### src/rtl/imem_loader.sv
// -----------------------------------------------------------------------------
// imem_loader
//   Byte-stream program loader for the PseudoCPU control unit. It takes a
//   valid/ready byte stream from the host link and uses it to fill the
//   instruction memory and load operands a and b. It then enables the core.
//
//   Stream (multi-byte fields LSB first):
//      N | N words of IW/8 bytes | DW/8 bytes of a | DW/8 bytes of b | [chk]
//
//   Optional feature macro: IMEM_LOADER_CHECKSUM_EN
//      When defined, one trailing checksum byte is expected. The load passes
//      when the XOR of every stream byte, including the checksum, is zero.
//      A failed check parks the loader in ERR with err=1.
//
//   Ports:
//      clk        rising-edge clock
//      rst        synchronous active-high reset
//      in_valid   host byte valid
//      in_data    host byte
//      in_ready   loader accepts a byte this cycle
//      restart    one-cycle pulse; RUN/ERR -> IDLE
//      imem_we    one-cycle instruction write strobe
//      imem_addr  instruction write address (word index)
//      imem_wdata instruction write data
//      a, b       operands presented to the core
//      cpu_run    core enable
//      busy       high while a load is in progress
//      err        checksum failure flag (always 0 without the macro)
// -----------------------------------------------------------------------------
module imem_loader #(
   parameter int IW = 16,
   parameter int AW = 8,
   parameter int DW = 32
) (
   input  logic          clk,
   input  logic          rst,
   input  logic          in_valid,
   input  logic [7:0]    in_data,
   output logic          in_ready,
   input  logic          restart,
   output logic          imem_we,
   output logic [AW-1:0] imem_addr,
   output logic [IW-1:0] imem_wdata,
   output logic [DW-1:0] a,
   output logic [DW-1:0] b,
   output logic          cpu_run,
   output logic          busy,
   output logic          err
);

   localparam logic [3:0] IW_LAST = 4'(IW / 8 - 1);
   localparam logic [3:0] DW_LAST = 4'(DW / 8 - 1);

   typedef enum logic [2:0] {
      S_IDLE  = 3'd0,
      S_INSTR = 3'd1,
      S_OPA   = 3'd2,
      S_OPB   = 3'd3,
      S_RUN   = 3'd4
`ifdef IMEM_LOADER_CHECKSUM_EN
      ,
      S_CHK   = 3'd5,
      S_ERR   = 3'd6
`endif
   } state_t;

   // Shift a byte into the top of a word. Because bytes arrive LSB first,
   // the first byte ends up in bits [7:0] after IW/8 shifts.
   function automatic logic [IW-1:0] shift_word(input logic [IW-1:0] cur,
                                                input logic [7:0]    byt);
      logic [IW-1:0] t;
      t = cur >> 8;
      t[IW-1 -: 8] = byt;
      return t;
   endfunction

   // Same LSB-first shift, applied at operand width.
   function automatic logic [DW-1:0] shift_opnd(input logic [DW-1:0] cur,
                                                input logic [7:0]    byt);
      logic [DW-1:0] t;
      t = cur >> 8;
      t[DW-1 -: 8] = byt;
      return t;
   endfunction

`ifdef IMEM_LOADER_CHECKSUM_EN
   // Running XOR checksum over the stream.
   function automatic logic [7:0] xor_fold(input logic [7:0] acc,
                                           input logic [7:0] byt);
      return acc ^ byt;
   endfunction
`endif

   state_t        state_q,      state_d;
   logic [7:0]    n_q,          n_d;
   logic [AW-1:0] word_idx_q,   word_idx_d;
   logic [3:0]    byte_cnt_q,   byte_cnt_d;
   logic [IW-1:0] word_sr_q,    word_sr_d;
   logic [DW-1:0] a_sh_q,       a_sh_d;
   logic [DW-1:0] b_sh_q,       b_sh_d;
   logic [DW-1:0] a_q,          a_d;
   logic [DW-1:0] b_q,          b_d;
   logic          imem_we_q,    imem_we_d;
   logic [AW-1:0] imem_addr_q,  imem_addr_d;
   logic [IW-1:0] imem_wdata_q, imem_wdata_d;
   logic          in_ready_q,   in_ready_d;
   logic          cpu_run_q,    cpu_run_d;
   logic          busy_q,       busy_d;
`ifdef IMEM_LOADER_CHECKSUM_EN
   logic [7:0]    csum_q,       csum_d;
   logic          err_q,        err_d;
`endif

   logic xfer_s;
   logic last_word_s;

   assign xfer_s = in_valid & in_ready_q;
   // The word being completed is the final one when index+1 reaches N.
   assign last_word_s = ({24'd0, n_q} == (32'(word_idx_q) + 32'd1));

   // Next-state, datapath and registered-output decode.
   always_comb begin
      state_d      = state_q;
      n_d          = n_q;
      word_idx_d   = word_idx_q;
      byte_cnt_d   = byte_cnt_q;
      word_sr_d    = word_sr_q;
      a_sh_d       = a_sh_q;
      b_sh_d       = b_sh_q;
      a_d          = a_q;
      b_d          = b_q;
      imem_we_d    = 1'b0;
      imem_addr_d  = imem_addr_q;
      imem_wdata_d = imem_wdata_q;
      in_ready_d   = 1'b0;
      cpu_run_d    = 1'b0;
      busy_d       = 1'b0;
`ifdef IMEM_LOADER_CHECKSUM_EN
      csum_d       = csum_q;
      err_d        = 1'b0;
      if (xfer_s && (state_q != S_IDLE)) begin
         csum_d = xor_fold(csum_q, in_data);
      end else begin
         csum_d = csum_q;
      end
`endif

      case (state_q)
         S_IDLE: begin
            if (xfer_s) begin
               n_d        = in_data;
               word_idx_d = {AW{1'b0}};
               byte_cnt_d = 4'd0;
`ifdef IMEM_LOADER_CHECKSUM_EN
               csum_d     = in_data;
`endif
               if (in_data == 8'd0) begin
                  state_d = S_OPA;
               end else begin
                  state_d = S_INSTR;
               end
            end else begin
               state_d = S_IDLE;
            end
         end
         S_INSTR: begin
            if (xfer_s) begin
               word_sr_d = shift_word(word_sr_q, in_data);
               if (byte_cnt_q == IW_LAST) begin
                  // Word complete: strobe it out on the next cycle.
                  byte_cnt_d   = 4'd0;
                  imem_we_d    = 1'b1;
                  imem_addr_d  = word_idx_q;
                  imem_wdata_d = shift_word(word_sr_q, in_data);
                  word_idx_d   = word_idx_q + {{(AW-1){1'b0}}, 1'b1};
                  if (last_word_s) begin
                     state_d = S_OPA;
                  end else begin
                     state_d = S_INSTR;
                  end
               end else begin
                  byte_cnt_d = byte_cnt_q + 4'd1;
               end
            end else begin
               state_d = S_INSTR;
            end
         end
         S_OPA: begin
            if (xfer_s) begin
               a_sh_d = shift_opnd(a_sh_q, in_data);
               if (byte_cnt_q == DW_LAST) begin
                  byte_cnt_d = 4'd0;
                  state_d    = S_OPB;
               end else begin
                  byte_cnt_d = byte_cnt_q + 4'd1;
               end
            end else begin
               state_d = S_OPA;
            end
         end
         S_OPB: begin
            if (xfer_s) begin
               b_sh_d = shift_opnd(b_sh_q, in_data);
               if (byte_cnt_q == DW_LAST) begin
                  byte_cnt_d = 4'd0;
`ifdef IMEM_LOADER_CHECKSUM_EN
                  state_d    = S_CHK;
`else
                  // Operands become visible together on entry to RUN.
                  state_d    = S_RUN;
                  a_d        = a_sh_q;
                  b_d        = shift_opnd(b_sh_q, in_data);
`endif
               end else begin
                  byte_cnt_d = byte_cnt_q + 4'd1;
               end
            end else begin
               state_d = S_OPB;
            end
         end
`ifdef IMEM_LOADER_CHECKSUM_EN
         S_CHK: begin
            if (xfer_s) begin
               if (xor_fold(csum_q, in_data) == 8'd0) begin
                  state_d = S_RUN;
                  a_d     = a_sh_q;
                  b_d     = b_sh_q;
               end else begin
                  state_d = S_ERR;
               end
            end else begin
               state_d = S_CHK;
            end
         end
         S_ERR: begin
            if (restart) begin
               state_d = S_IDLE;
            end else begin
               state_d = S_ERR;
            end
         end
`endif
         S_RUN: begin
            if (restart) begin
               state_d = S_IDLE;
            end else begin
               state_d = S_RUN;
            end
         end
         default: begin
            state_d = S_IDLE;
         end
      endcase

      // Status outputs are registered from the state being entered.
      case (state_d)
         S_IDLE: begin
            in_ready_d = 1'b1;
         end
         S_INSTR, S_OPA, S_OPB: begin
            in_ready_d = 1'b1;
            busy_d     = 1'b1;
         end
         S_RUN: begin
            cpu_run_d = 1'b1;
         end
`ifdef IMEM_LOADER_CHECKSUM_EN
         S_CHK: begin
            in_ready_d = 1'b1;
            busy_d     = 1'b1;
         end
         S_ERR: begin
            err_d = 1'b1;
         end
`endif
         default: begin
            in_ready_d = 1'b0;
         end
      endcase
   end

   // State and datapath registers with synchronous reset.
   always_ff @(posedge clk) begin
      if (rst) begin
         state_q      <= S_IDLE;
         n_q          <= 8'd0;
         word_idx_q   <= {AW{1'b0}};
         byte_cnt_q   <= 4'd0;
         word_sr_q    <= {IW{1'b0}};
         a_sh_q       <= {DW{1'b0}};
         b_sh_q       <= {DW{1'b0}};
         a_q          <= {DW{1'b0}};
         b_q          <= {DW{1'b0}};
         imem_we_q    <= 1'b0;
         imem_addr_q  <= {AW{1'b0}};
         imem_wdata_q <= {IW{1'b0}};
         in_ready_q   <= 1'b0;
         cpu_run_q    <= 1'b0;
         busy_q       <= 1'b0;
`ifdef IMEM_LOADER_CHECKSUM_EN
         csum_q       <= 8'd0;
         err_q        <= 1'b0;
`endif
      end else begin
         state_q      <= state_d;
         n_q          <= n_d;
         word_idx_q   <= word_idx_d;
         byte_cnt_q   <= byte_cnt_d;
         word_sr_q    <= word_sr_d;
         a_sh_q       <= a_sh_d;
         b_sh_q       <= b_sh_d;
         a_q          <= a_d;
         b_q          <= b_d;
         imem_we_q    <= imem_we_d;
         imem_addr_q  <= imem_addr_d;
         imem_wdata_q <= imem_wdata_d;
         in_ready_q   <= in_ready_d;
         cpu_run_q    <= cpu_run_d;
         busy_q       <= busy_d;
`ifdef IMEM_LOADER_CHECKSUM_EN
         csum_q       <= csum_d;
         err_q        <= err_d;
`endif
      end
   end

   assign in_ready   = in_ready_q;
   assign imem_we    = imem_we_q;
   assign imem_addr  = imem_addr_q;
   assign imem_wdata = imem_wdata_q;
   assign a          = a_q;
   assign b          = b_q;
   assign cpu_run    = cpu_run_q;
   assign busy       = busy_q;
`ifdef IMEM_LOADER_CHECKSUM_EN
   assign err        = err_q;
`else
   assign err        = 1'b0;
`endif

endmodule
### config.mk
export PLATFORM = sky130hd
export DESIGN_NAME = imem_loader
export DESIGN_NICKNAME = d
export VERILOG_FILES = /design/src/rtl/imem_loader.sv
export SDC_FILE = /design/constraint.sdc
export NUM_CORES = 1
export LEC_CHECK = 0
export ABC_CLOCK_PERIOD_IN_PS = 4100
export CAP_MARGIN = 25
export CORE_MARGIN = 5
export CORE_UTILIZATION = 40
export DETAILED_ROUTE_END_ITERATION = 8
export HOLD_SLACK_MARGIN = 0.1
export PLACE_DENSITY = 0.67
export SYNTH_ARGS = -nofsm -noshare
export SYNTH_HDL_FRONTEND = slang
export SYNTH_SLANG_ARGS = --single-unit
### constraint.sdc
create_clock -name clk -period 4.1 [get_ports clk]
set_input_delay 0.82 -clock clk [delete_from_list [all_inputs] [get_ports clk]]
set_output_delay 0.82 -clock clk [all_outputs]
set_load 0.02 [all_outputs]
==> results of run 1 <==
[metal layers]
metal,routed length [um],GRT usage (%),vias to the layer above,share of wire (%)
li1,-,-,2910,-
met1,7770,22.9,2636,48
met2,7290,25.8,120,45
met3,949,4.38,13,5.9
met4,133,4.94,0,0.82
met5,0,0,-,0
[registers in the layout, indices dropped and copies added (netlist names), 16 cells and up]
name        flops
a              32
b_sh_q         24
imem_wdata     16
a_sh_q         32
b              32
[cells by family after synthesis]
| logic type | Yosys count | synth area share [%] |
|---|---|---|
| AOI/OAI and AO/OA | 188 | 15.0 |
| xor gates and xnor gates | 13 | 1.71 |
| adders and majority gates | 3 | 0.562 |
| buffers and inverters | 65 | 3.96 |
| DFF | 179 | 53.7 |
| muxes | 10 | 1.50 |
| other | 1 | 0.0562 |
| and+or+nand+nor | 382 | 23.5 |
[where the power goes]
part	leakage (nW)	internal, mW	switching [mW]
clock network	0.314	1.03	0.700
registers	1.44	1.75	0.0117
logic	1.01	0.0451	0.0816
total	2.77	2.82	0.793
[area by class of cell]
| class | count | area, um^2 |
|---|---|---|
| fill | 1600 | 7950 |
| sequential | 179 | 3580 |
| multi-input combinational | 597 | 2840 |
| timing repair buffer | 113 | 1170 |
| clock buffer | 21 | 470 |
| tap | 220 | 275 |
| clock inverter | 11 | 164 |
| inverter | 4 | 15.0 |
[through the flow]
stage                     power (mW)  std cells  hold WS [ns]  utilization (%)  worst slack [ns]
after global placement          1.92       1111         0.441             47.5              1.01
after floorplan                 1.88        841         0.432                -              2.06
after CTS                       3.65       1143         0.455             51.4              1.40
after global routing            3.74       1145         0.471             51.7              1.15
after detailed placement        1.92       1111         0.445             47.5             0.936
final                           3.62       1145         0.452             51.7              1.37
[cells in the final DEF, fill, tap and decap left out, drive strengths merged, types with 2 or more instances in the layout]
cell	count
a21oi	161
a31oi	4
and3	5
buf	11
bufinv	3
clkbuf	21
clkdlybuf4s50	102
clkinv	2
dfxtp	179
ha	3
inv	10
mux2i	10
nand2	304
nand2b	6
nand3	12
nand4	2
nor2	27
nor3	6
nor3b	2
nor4	4
nor4b	3
o21ai	7
o21ba	2
o31a	2
or2	2
or3	4
or4	2
xnor2	7
xor2	6
[worst max-delay path, delay by kind of cell]
kind	cells	cell delay, ns
AOI/OAI and AO/OA	1	0.15
buffers and inverters	3	1.00
and+or+nand+nor	4	1.08
[cell usage after synthesis, drive strengths merged (4+ instances only)]
| cell type | count | share of area [%] |
|---|---|---|
| nand2 | 304 | 17 |
| dfxtp | 179 | 54 |
| a21oi | 161 | 12 |
| clkbuf | 45 | 2.5 |
| nor2 | 27 | 1.6 |
| buf | 16 | 1.2 |
| nand3 | 12 | 0.90 |
| mux2i | 10 | 1.5 |
| o21ai | 7 | 0.52 |
| xnor2 | 7 | 0.92 |
| nand2b | 6 | 0.56 |
| nor3 | 6 | 0.52 |
| xor2 | 6 | 0.79 |
| and3 | 5 | 0.47 |
| a31oi | 4 | 0.37 |
| inv | 4 | 0.22 |
| nor4 | 4 | 0.37 |
| or3 | 4 | 0.37 |
[worst paths after layout]
kind,startpoint,endpoint,cells past startpoint
worst max-delay path,in_valid,b[26]$_SDFFE_PP0P_,8
worst min-delay path,b[29]$_SDFFE_PP0P_,b[29]$_SDFFE_PP0P_,2
worst max register to register,state_q[1]$_SDFF_PP0_,word_idx_q[5]$_SDFFE_PP0P_,5
worst min register to register,b[29]$_SDFFE_PP0P_,b[29]$_SDFFE_PP0P_,2
==> impl_results.md, run 1 <==
- Largest net degree at the start of global routing: ~100
- Design area: 8520 um^2
- Async S/R FF share, synth: 0%
- Vias: approximately 5,700
- Min Tclk post-route: about 2.7 ns
- Io pins: approximately 110
- Clock buffer count from CTS: 17
- Peak Freq: around 370 MHz
- Top FF cell, synth: dfxtp_1
- Max-cap violations: 0
- Grt ovf: 0
- Iter 0 DRT Violations: roughly 360
- Worst-path fanout max: 45
- Fin Clk Skew: between 0.009 and 0.01 ns
- Final period util: about 67%
- RSZ-0062 raised after global routing: no
- WP data arrival: 3.08 ns
- Syn nets: around 860
- Cts repair resizes: 0
- Worst-Skew Late Latency: between 0.4 and 0.5 ns
- Core box area: 16,500 um^2
- Hold crit path type: reg -> reg
- GRT Total Usage: 16.7%
- Synthesized area: 6670 um^2
- Status: finished clean
- HPWL Detailed: approximately 10,000 um
- Clock buffer depth: 2
- Antenna Cells: 0
- CTS root buf: clkbuf_16
- Starting Density: between 40 and 50%
- Vias in the first global route: 5,286
- First-pass GRT wire length: ~27,000 um
- IO Port Bufs: approximately 100
- Die area: 19,400 um^2
- Crit-path slowest cell: clkdlybuf4s50_1
- Clock sinks: 179
- Syn Inst Count: between 800 and 900
- Synth Register Bits: around 180
- Worst setup SP type: input port
- Layout cell share with drive strength beyond 1: around 5.4%
- Yosys warns: 0
- Initial antenna violation count: 0
- Register area share after synthesis: 53.7%
- Die W: 139 um
- Number of synthesized flops with an enable pin: 0
- CP peak stage delay: approximately 0.48 ns
- TritonCTS clock tree: yes
- Die H: 139 um
- Setup TNS: 0 ns
- R2R Setup Slk: about 1.4 ns
- Max-slew headroom: 38.8%
- Worst VDD drop: 0.000336 V
- Drt pass-1 iters: 5
- Leakage: around 2.8 nW
- Placement Cell Area: roughly 8000 um^2
- H-tree depth: 4
- Clk slew on worst S/H paths: 0.07 ns
- Setup crit end kind: flop
- Post-CTS Setup Inserts: 0
- Worst-Margin Slew: ~0.92 ns
- Critical path data required time: around 4.5 ns
- Number of nets in the layout: between 900 and 1,000
- Distinct cells, synth: 48
- Cell row count: 47
- PwrDens: around 420 nW/um^2
- CTS Hold Bufs: 0
- Vias per inst: about 5
- Area grow syn2layout: 27.6%
- Final-report hold violation count: 0
- Setup violations, final: 0
- Critical path class: in -> reg
- GP Congestion: ~0.79
- Slew Limit Fails: 0
- Drt drc: 0
- Drt wl/cell: ~14 um
- Cells along the critical path: clkdlybuf4s50_1, and3_1, nand2b_1, buf_4, nor2_4, buf_12, nand2_1, a21oi_1
- Syn_area_per_cell: around 7.9 um^2
- Final WL: between 15,000 and 20,000 um
- Antenna-violating nets left: 0
No activity file was read; power rests on OpenSTA's default activity.
==> run 2: changes to the inputs <==
ABC_CLOCK_PERIOD_IN_PS = 2440   (was 4100)
PLACE_DENSITY = 0.7   (was 0.67)
clock period = 2.44 ns   (was 4.1 ns; I/O delays follow)
==> impl_results.md, run 2 (same netlist as run 1, synthesis figures left out) <==
- Status: finished clean
- Worst setup SP type: flop
- Drt pass-1 iters: 4
- Clock power frac: about 46%
- Clock sinks: about 180
- R2R Setup Slk: between 0.4 and 0.5 ns
- Largest net degree at the start of global routing: 76
- Min Tclk post-route: about 2 ns
- Switch Pwr: around 1.3 mW
- R2R cell count: 6
- Hold_sp: a_sh_q[1]$_SDFFE_PP0P_
- Worst-path fanout max: 4
- Hold slack: 0.446 ns
- Slew Limit Fails: 0
- Vias: between 5,000 and 6,000
- Worst VDD drop: around 0.00047 V
- Layout cell share with drive strength beyond 1: roughly 7.0%
- First-pass GRT wire length: ~27,000 um
- GRT Total Usage: between 15 and 20%
- Area grow syn2layout: 28.8%
- Clock buffer depth: 2
- Peak Freq: a little over 500 MHz
- Hold crit path type: reg -> reg
- Starting Density: 40.5%
- Setup violations, final: 0
- PwrDens: between 600 and 700 nW/um^2
- Worst Hold Depth: 2
- CP peak stage delay: between 0.5 and 0.6 ns
- R2r startpoint: byte_cnt_q[0]$_SDFFE_PP0P_
- Post-CTS Setup Inserts: 0
- Crit-path leading delay family: simple AND/OR/NAND/NOR gates
- Final-report hold violation count: 0
- Switching share of power: around 22%
- Worst-Margin Slew: between 0.8 and 0.9 ns
- Commonest non-fill, non-tap cells in the layout: 304 x nand2_1, 179 x dfxtp_1, 161 x a21oi_1, 102 x clkdlybuf4s50_1, 26 x nor2_1
- Vias in the first global route: about 5,400
- Most common cell after layout, fill and taps aside: nand2_1
- Drt wl/cell: 14.1 um
- Die H: approximately 140 um
- Iter 0 DRT Violations: 410
- Hold-critical path endpoint: a[1]$_SDFFE_PP0P_
- Setup TNS: 0 ns
- Die area: around 19,000 um^2
- Max-cap violations: 0
- CTS Hold Bufs: 0
- Antenna-violating nets left: 0
- Final period util: just over 80%
- Critical path data required time: roughly 2.8 ns
- Setup crit end kind: flop
- Fin Clk Skew: around 0.009 ns
- HPWL Detailed: ~11,000 um
- Initial antenna violation count: 0
- Number of nets in the layout: 946
- IO Port Bufs: 103
- Crit-path slowest cell: or4_1
- TritonCTS clock tree: yes
- GP Congestion: between 0.8 and 0.9
- Antenna Cells: 0
- Critical path class: reg -> reg
- Vias per inst: approximately 4.9
- Leakage: about 2.8 nW
- Die W: ~140 um
- WP data arrival: approximately 2.3 ns
- Combinational Power Share: between 3 and 4%
- RSZ-0062 raised after global routing: no
- Grt ovf: 0
- Clk slew on worst S/H paths: approximately 0.070 ns
- Worst-Skew Late Latency: roughly 0.42 ns
- Power Internal: approximately 4.5 mW
- Clock buffer count from CTS: 17
- Critical R2R Capture: word_idx_q[5]$_SDFFE_PP0P_
- Sequential share of power: 50.6%
- Critical path buffers and inverters: 0
- Drt drc: 0
- Number of fill cells in the layout: between 1,500 and 2,000
- Core box area: 16,500 um^2
- CTS root buf: clkbuf_16
- Max-slew headroom: a little under half
- Io pins: ~110
- Final WL: 16,400 um
- Cell row count: 47
- Cells along the critical path: ha_1, nor3b_2, o211ai_1, or2_1, or4_1, a21oi_1
- H-tree depth: 4
- Cts repair resizes: 0
-- run 2: cell types whose count changed in the layout (fill, tap and decap cells not counted), sizes merged --
cell	change
clkinv	-1
clkinvlp	+6
buf	+19
inv	-4
bufinv	-1
-- run 2: power groups by stage --
stage / clock, mW / combinational (mW) / sequential [mW]
2_1_floorplan: 0 / 0.136 / 3.02
3_3_place_gp: 0 / 0.229 / 3.03
3_5_place_dp: 0 / 0.230 / 3.03
4_1_cts: 2.70 / 0.231 / 2.96
5_1_grt: 2.83 / 0.252 / 2.96
6_report: 2.66 / 0.230 / 2.96
-- run 2: per-stage QoR --
step / power [mW] / util, % / instances / setup slack (ns) / area, um^2
finish: 5.86 / 52.2 / 1164 / 0.474 / 8590
global route: 6.04 / 52.2 / 1164 / 0.334 / 8590
CTS: 5.89 / 52.2 / 1164 / 0.476 / 8590
detailed placement: 3.26 / 48.7 / 1132 / 0.187 / 8020
global placement: 3.25 / 48.7 / 1132 / 0.200 / 8020
floorplan: 3.16 / - / 841 / 0.657 / 6670
-- run 2: worst min-delay path: cells and delay by family (launching register included) --
kind,cells,cell delay [ns]
AOI/OAI and AO/OA,1,0.05
DFF,1,0.31
and+or+nand+nor,1,0.05
-- run 2: per-layer routing --
layer,track usage [%],routed length [um]
met5,0,0
met1,22.4,7640
met2,27.3,7600
met4,5.46,193
met3,3.93,951
-- run 2: how the worst max path moves through the flow --
stage,start,to,cells past startpoint
after floorplan,byte_cnt_q[0]$_SDFFE_PP0P_,word_idx_q[5]$_SDFFE_PP0P_,6
after global placement,in_valid,word_idx_q[5]$_SDFFE_PP0P_,6
after detailed placement,in_valid,word_idx_q[5]$_SDFFE_PP0P_,6
after CTS,byte_cnt_q[0]$_SDFFE_PP0P_,word_idx_q[5]$_SDFFE_PP0P_,6
after global routing,byte_cnt_q[0]$_SDFFE_PP0P_,b[24]$_SDFFE_PP0P_,6
final,byte_cnt_q[0]$_SDFFE_PP0P_,word_idx_q[5]$_SDFFE_PP0P_,6
-- run 2: area by class of cell --
type | instances | area, um^2 | area share, %
multi-input combinational | 597 | 2840 | 33.1
clock inverter | 11 | 130 | 1.51
sequential | 179 | 3580 | 41.7
tap | 220 | 275 | 3.20
timing repair buffer | 132 | 1310 | 15.2
clock buffer | 21 | 440 | 5.12
inverter | 4 | 15.0 | 0.175
